<file path="config.mk">
export PLATFORM = sky130hd
export DESIGN_NAME = booth_seq_approx
export DESIGN_NICKNAME = d
export VERILOG_FILES = /design/src/rtl/booth_seq_approx.sv
export SDC_FILE = /design/constraint.sdc
export NUM_CORES = 1
export LEC_CHECK = 0
export CAP_MARGIN = 30
export CORE_MARGIN = 2
export CORE_UTILIZATION = 60
export CTS_BUF_LIST = sky130_fd_sc_hd__clkbuf_4 sky130_fd_sc_hd__clkbuf_8
export DETAILED_ROUTE_END_ITERATION = 12
export GPL_TIMING_DRIVEN = 0
export PLACE_DENSITY = 0.89
export SLEW_MARGIN = 20
export SYNTH_ARGS = -nofsm -noshare
export SYNTH_HDL_FRONTEND = slang
export SYNTH_SLANG_ARGS = --single-unit
</file>
<file path="constraint.sdc">
create_clock -name clk -period 7.9 [get_ports clk]
set_input_delay 1.58 -clock clk [delete_from_list [all_inputs] [get_ports clk]]
set_output_delay 1.58 -clock clk [all_outputs]
set_load 0.02 [all_outputs]
</file>
<file path="src/rtl/booth_seq_approx.sv">
// Sequential radix-4 Booth multiplier, one digit per cycle.
// Optional approximate mode drops the lowest Booth digits.
module booth_seq_approx #(
    parameter int WIDTH         = 32,
    parameter int APPROX_DIGITS = 4
) (
    input  logic                 clk,
    input  logic                 rst,
    input  logic                 in_valid,
    output logic                 in_ready,
    input  logic [WIDTH-1:0]     x,
    input  logic [WIDTH-1:0]     y,
    input  logic                 signed_mode,
    input  logic                 approx_en,
    output logic                 out_valid,
    input  logic                 out_ready,
    output logic [2*WIDTH-1:0]   p
);

    localparam int D  = WIDTH / 2 + 1;
    localparam int PW = 2 * WIDTH;
    localparam int YW = WIDTH + 3;
    localparam int CW = $clog2(D + 1);

    typedef enum logic [1:0] {
        IDLE,
        BUSY,
        DONE
    } state_t;

    state_t          state;
    logic [PW-1:0]   acc;
    logic [PW-1:0]   mcand;
    logic [YW-1:0]   ybits;
    logic [CW-1:0]   cnt;
    logic [CW-1:0]   skip;
    logic [PW-1:0]   term;
    logic [PW-1:0]   acc_next;

    assign in_ready  = (state == IDLE);
    assign out_valid = (state == DONE);

    // Recode the current Booth digit from the low three multiplier bits
    // and form the partial product; dropped digits contribute nothing.
    always_comb begin
        term = '0;
        unique case (ybits[2:0])
            3'b001, 3'b010: term = mcand;
            3'b011:         term = mcand << 1;
            3'b100:         term = -(mcand << 1);
            3'b101, 3'b110: term = -mcand;
            default:        term = '0;
        endcase
        if (skip != '0) begin
            term = '0;
        end
        acc_next = acc + term;
    end

    // Control FSM plus datapath: capture, D accumulate steps, hold result.
    always_ff @(posedge clk) begin
        if (rst) begin
            state <= IDLE;
            acc   <= '0;
            p     <= '0;
            mcand <= '0;
            ybits <= '0;
            cnt   <= '0;
            skip  <= '0;
        end else begin
            case (state)
                IDLE: begin
                    if (in_valid) begin
                        mcand <= {{WIDTH{signed_mode & x[WIDTH-1]}}, x};
                        ybits <= {{2{signed_mode & y[WIDTH-1]}}, y, 1'b0};
                        acc   <= '0;
                        cnt   <= '0;
                        skip  <= approx_en ? CW'(APPROX_DIGITS) : '0;
                        state <= BUSY;
                    end
                end
                BUSY: begin
                    acc   <= acc_next;
                    mcand <= mcand << 2;
                    ybits <= ybits >> 2;
                    cnt   <= cnt + CW'(1);
                    if (skip != '0) begin
                        skip <= skip - CW'(1);
                    end
                    if (cnt == CW'(D - 1)) begin
                        p     <= acc_next;
                        state <= DONE;
                    end
                end
                DONE: begin
                    if (out_ready) begin
                        state <= IDLE;
                    end
                end
                default: state <= IDLE;
            endcase
        end
    end

endmodule

</file>
==> flow_summary.ini, run 1 <==
[floorplanning]
core_sq_um = 26800
dieArea_sq_um = 28500
start_util_pct = 60.8
die_h_um = 169
io_pins = 136
rows = 60
die_w_um = 169

[worst_setup_path]
start_kind = flop
reg2reg_from = ybits[2]
path_common_cell = clkbuf_1
r2r_setup_slack_ns = 0.85
crit_type = flop to flop
critical_path.cell_chain = clkbuf_1, clkbuf_1, buf_1, buf_1, nor2_1, a221oi_1, nor2_1, ha_1, nand3_1, o22ai_1, a211oi_1, o31a_1, o21a_1, a21boi_1, a31o_2, clkbuf_1, a21boi_0, xnor2_1, a22o_1
reg2reg_to = acc[56]
crit_required_ns = 8.35
arrival_ns = 7.50
crit_path_end_kind = flop
slowest_stage = buf_1
timing.critical_path.from = ybits[2]
crit_path_max_fanout = 10
cpPeakStageDelay_ns = 0.70
r2r.worst_path.cells = 19
endpoint = acc[56]

[routing]
detail_route.drc_violations = 0
dr.first_iter.drc_count = 2165
dr.pass1.iters = 7
viasPerCell = 6.44
vias = 18000
wirelength_um = 56700
routedWlPerCell_um = 20.3
ant_nets = 0

[synth]
syn_inst = 2253
synth.distinct_cells = 81
synth_ff_type = dfxtp_1
yosysWarnings = 0
synth_edf_count = 0
ys_seq_area_share_pct = 29.3
mappedNetlistArea_sq_um = 16300
avgSynthCellArea_sq_um = 7.23
synth_nets = 2391
async_flop_share_pct = 0
ys_ff_latch = 238

[cells_and_area]
nets = 2570
final_common_cell = nand2_1
area_delta_synth_final_pct = 16.1
final_util_pct = 70.5
n_fill_cell = 2300
multi_input_area_sq_um = 10600
drive_gt1_share_pct = 5.00
ff_latch_area_sq_um = 4760
antenna_cells = 0
mostFrequentLayoutCells = nand2_1, nor2_1, dfxtp_1

[clocking]
post_cts_buffers = 0
postCtsResizedCells = 0
cts_root_buf = clkbuf_8
clk_pin_slew_ns = 0.06
tritoncts = built
worstSkewPairLatency_ns = 0.58
ctsHoldBuffers = 0
htreeDepth = 2
clock_sinks = 238
cts_buffer_depth = 3
cts_made_buffers = 42

[timing]
setup_viol = 0
timing.clock.skew_ns = 0.0339
min_period_ns = 7.05
hold_viol_final = 0
timing.final.crit_share_pct = 89.2
timing.fmax_ghz = 0.142
hold_ws_ns = 0.451
slew_headroom_pct = 27.1
rsz0062_at_grt = false
tightest_slew_ns = 1.09
fin_setup_tns_ns = 0
slew_violations = 0

[pwr]
total_power_mw = 3.26
vdd_drop_max_mv = 0.150
pwr_density_cell_nw_per_um2 = 173
power.leakage_nw = 7.22

[place]
place.gp.congestion = 0.981
port_buffers = 135
hpwl_um = 41600

[min_path]
hp-class = flop to flop

[global_routing]
grt-ovfl-total = 0
grt_pass1_wl_um = 88900
grt_start_max_net_pins = 11
antenna_found_initial = 1
grt_pass1_vias = 17000
track_usage_pct = 39.0

[status]
outcome = completed

[flow_run]
maxCapViolations = 0
critical path, delay by kind of cell, from the launching register on:
family	cells	cell delay [ns]
xor gates and xnor gates	1	0.18
and+or+nand+nor	3	0.34
adders and majority gates	1	0.44
AOI/OAI and AO/OA	9	2.76
DFF	1	0.41
buffers and inverters	5	2.79
cells by family (layout without fill, tap and decap cells):
| family | Yosys count | after routing | share of synthesized area, % |
|---|---|---|---|
| AND/OR/NAND/NOR | 955 | 955 | 26.5 |
| buffers and inverters | 232 | 437 | 5.59 |
| AO/OA/AOI/OAI | 610 | 610 | 25.0 |
| adder cells (fa/ha/maj) | 68 | 68 | 5.27 |
| XOR/XNOR | 136 | 136 | 7.41 |
| flip-flops | 238 | 238 | 29.3 |
| multiplexers | 14 | 14 | 0.930 |
cell usage after synthesis, types with 4 or more instances:
cell / instances / share of area, %
a221oi_1: 24 / 1.3
o21ai_0: 86 / 2.6
nand2b_1: 18 / 0.69
a22o_1: 28 / 1.5
dfxtp_1: 238 / 29
nor2_1: 297 / 6.8
nor2b_1: 15 / 0.58
nor3_1: 71 / 2.2
a311oi_1: 62 / 3.3
inv_1: 16 / 0.37
or4_1: 16 / 0.74
and2_1: 10 / 0.38
nand4_1: 26 / 1.0
o211ai_1: 6 / 0.28
buf_2: 8 / 0.25
a211oi_1: 11 / 0.51
nand2_1: 379 / 8.7
or3_1: 28 / 1.1
mux2_2: 9 / 0.62
xor2_1: 49 / 2.6
o31ai_1: 4 / 0.18
a222oi_1: 14 / 0.86
o21a_1: 10 / 0.46
a21o_1: 32 / 1.5
a31oi_1: 16 / 0.61
nand3_1: 33 / 1.0
o22ai_1: 6 / 0.23
xnor2_1: 85 / 4.6
nand4b_1: 4 / 0.22
a21oi_1: 201 / 6.2
buf_1: 13 / 0.30
and3_1: 11 / 0.42
clkbuf_1: 189 / 4.4
ha_1: 67 / 5.1
mux2i_1: 5 / 0.31
a21boi_0: 6 / 0.28
or2_2: 9 / 0.35
nor3b_1: 4 / 0.18
a31o_2: 7 / 0.38
nand3b_1: 6 / 0.28
a22oi_1: 56 / 2.6
nor4_1: 7 / 0.27
o21bai_1: 12 / 0.55
worst min path at each step:
stage	startpoint	endpoint	slack [ns]	cells after the start
floorplan	skip[4]	skip[4]	0.43	1
global placement	skip[4]	skip[4]	0.44	1
detailed placement	p[20]	p[20]	0.45	2
CTS	p[20]	p[20]	0.45	2
global route	p[20]	p[20]	0.47	2
finish	p[20]	p[20]	0.45	2
cell type report:
cell class / count / area share [%]
plain buffers: 215 / 4.48
clock buffers: 62 / 4.22
clock inverters: 8 / 0.225
inverters: 17 / 0.338
multi-input cells: 1783 / 56.1
flip-flops and latches: 238 / 25.2
well taps: 341 / 2.26
repair buffers: 135 / 7.15
per-stage QoR:
stage | cell area [sq um] | worst slack, ns | cells
6_report | 18900 | 0.853 | 2799
3_5_place_dp | 18100 | 1.38 | 2729
3_3_place_gp | 18100 | 1.38 | 2729
5_1_grt | 18900 | 0.608 | 2799
4_1_cts | 18900 | 1.30 | 2799
2_1_floorplan | 16300 | 2.59 | 2253
flip-flops by register name, summed over array words and instances, names as in the netlist:
signal  flops
skip        5
cnt         5
acc        64
mcand      64
p          64
ybits      34
state       2
metal layers:
layer	wire length [um]	vias to the layer above	GRT usage, %
met5	13	-	1.04
met3	5940	213	8.14
met4	2830	2	18.9
met1	22800	8448	49.9
met2	25200	986	62.6
li1	-	8371	-
power breakdown:
group          leakage [nW]  total [mW]  internal, mW  switching, mW
Sequential             1.94        1.30          1.26         0.0403
Clock                 0.450        1.17         0.642          0.529
Combinational          4.83       0.796         0.269          0.526
Note: power is estimated with default switching activity, not from simulation.
==> inputs of run 2 (changes only) <==
CAP_MARGIN = 20   (was 30)
PLACE_DENSITY = 0.8   (was 0.89)
==> run 2 against run 1 <==
- wire length is 1.2% lower
- clock skew is 0.0060 ns lower
- highest routed layer unchanged
- total power is 1.5% higher
- die area stayed put
- maximum frequency is 4.0% higher
- critical path type unchanged
- hold slack hardly changed
- non-clock buffer count stayed put
==> flow_summary.ini, run 2 (synthesis gave the netlist of run 1 again) <==
[status]
outcome = completed

[global_routing]
grt-ovfl-total = 0
track_usage_pct = 38.2
grt_start_max_net_pins = 12
grt_pass1_wl_um = 87400
grt_pass1_vias = 16600
antenna_found_initial = 3

[clocking]
cts_made_buffers = 43
cts_buffer_depth = 3
post_cts_buffers = 0
htreeDepth = 2
ctsHoldBuffers = 0
cts_root_buf = clkbuf_8
clk_pin_slew_ns = 0.06
tritoncts = built
clock_sinks = 238
worstSkewPairLatency_ns = 0.57
postCtsResizedCells = 0

[worst_setup_path]
start_kind = flop
cp_top_family = compound AO/OA/AOI/OAI gates
path_common_cell = clkbuf_1
crit_path_max_fanout = 10
crit_path_end_kind = flop
crit_required_ns = 8.35
slowest_stage = buf_1
path_buf_inv = 5
crit_type = flop to flop
arrival_ns = 7.23
cpPeakStageDelay_ns = 0.71
critical_path.cell_chain = clkbuf_1, clkbuf_1, buf_1, buf_1, nor2_1, a221oi_1, nor2_1, ha_1, nand3_1, o22ai_1, a211oi_1, o31a_1, o21a_1, a21boi_1, a31o_2, clkbuf_1, a21boi_0, xnor2_1, a22o_1

[timing]
rsz0062_at_grt = false
timing.fmax_ghz = 0.148
slew_headroom_pct = 22.6
setup_viol = 0
slew_violations = 0
tightest_slew_ns = 1.15
timing.final.crit_share_pct = 85.8
timing.clock.skew_ns = 0.0279
min_period_ns = 6.78
hold_viol_final = 0
fin_setup_tns_ns = 0

[floorplanning]
die_h_um = 169
start_util_pct = 60.8
dieArea_sq_um = 28500
rows = 60
io_pins = 136
die_w_um = 169
core_sq_um = 26800

[pwr]
sequentialPowerShare_pct = 39.1
vdd_drop_max_mv = 0.150
pwr_density_cell_nw_per_um2 = 175
power.leakage_nw = 7.25
power.share.switching_pct = 33.4
combinationalPowerShare_pct = 24.0
intPower_mw = 2.20
clockPowerShare_pct = 36.9
p_switching_mw = 1.11

[cells_and_area]
antenna_cells = 0
final_cell_area_sq_um = 19000
top_regs = acc (64), mcand (64), p (64)
area_delta_synth_final_pct = 16.4
mostFrequentLayoutCells = nand2_1, nor2_1, dfxtp_1
drive_gt1_share_pct = 5.16
nets = 2571
final_common_cell = nand2_1

[place]
place.gp.congestion = 0.981
hpwl_um = 41100
placed_cell_area_sq_um = 18100
port_buffers = 135

[min_path]
hp-class = flop to flop

[routing]
vias = 17900
dr.first_iter.drc_count = 2245
ant_nets = 0
dr.pass1.iters = 7
wirelength_um = 56000
routedWlPerCell_um = 20.0
detail_route.drc_violations = 0
viasPerCell = 6.38

[flow_run]
maxCapViolations = 0
-- run 2: cell types whose count changed in the layout (fill, tap and decap cells not counted), sizes merged --
cell,change
clkbuf,+5
clkinv,-2
inv,+1
-- run 2: area by class of cell --
class	count	area, sq um
multi-input cells	1783	10600
fillers	2304	7850
flip-flops and latches	238	4760
repair buffers	135	1350
clock buffers	67	847
plain buffers	215	847
well taps	341	427
inverters	17	63.8
clock inverters	7	41.3
-- run 2: worst paths after layout --
kind	start	cells past startpoint	slack, ns	end
setup / recovery	ybits[2]	19	1.12	acc[56]
hold / removal	p[21]	2	0.45	p[21]
setup reg to reg	ybits[2]	19	1.12	acc[56]
hold reg to reg	p[21]	2	0.45	p[21]
-- run 2: worst register-to-register path: stages, from the launching register on --
cell      delay [ns]
dfxtp_1         0.37
clkbuf_1        0.35
clkbuf_1        0.52
buf_1           0.72
buf_1           0.68
nor2_1          0.12
a221oi_1        0.54
nor2_1          0.12
ha_1            0.41
nand3_1         0.10
o22ai_1         0.29
a211oi_1        0.17
o31a_1          0.40
o21a_1          0.27
a21boi_1        0.33
a31o_2          0.31
clkbuf_1        0.41
a21boi_0        0.20
xnor2_1         0.16
a22o_1          0.19
-- run 2: routing by layer --
metal | track usage, % | wire length (um) | vias to the layer above
li1 | - | - | 8382
met1 | 49.5 | 23100 | 8310
met2 | 59.9 | 24200 | 993
met3 | 9.17 | 5850 | 206
met4 | 18.5 | 2880 | 6
met5 | 0 | 39 | -
-- run 2: through the flow --
step           worst slack, ns  hold slack, ns  std cells  utilization [%]  total power, mW
4_1_cts                   1.45           0.454       2803             70.7             3.28
6_report                  1.12           0.451       2803             70.7             3.31
5_1_grt                  0.867           0.472       2803             70.7             3.43
2_1_floorplan             2.59           0.431       2253                -             1.84
3_3_place_gp              1.56           0.439       2729             67.4             2.06
3_5_place_dp              1.48           0.447       2729             67.4             2.08
-- run 2: power by group through the flow --
stage | clock network [mW] | registers (mW) | logic (mW)
after detailed placement | 0 | 1.32 | 0.761
after global placement | 0 | 1.32 | 0.746
after CTS | 1.23 | 1.29 | 0.766
final | 1.22 | 1.30 | 0.795
after global routing | 1.28 | 1.30 | 0.853
after floorplan | 0 | 1.31 | 0.535
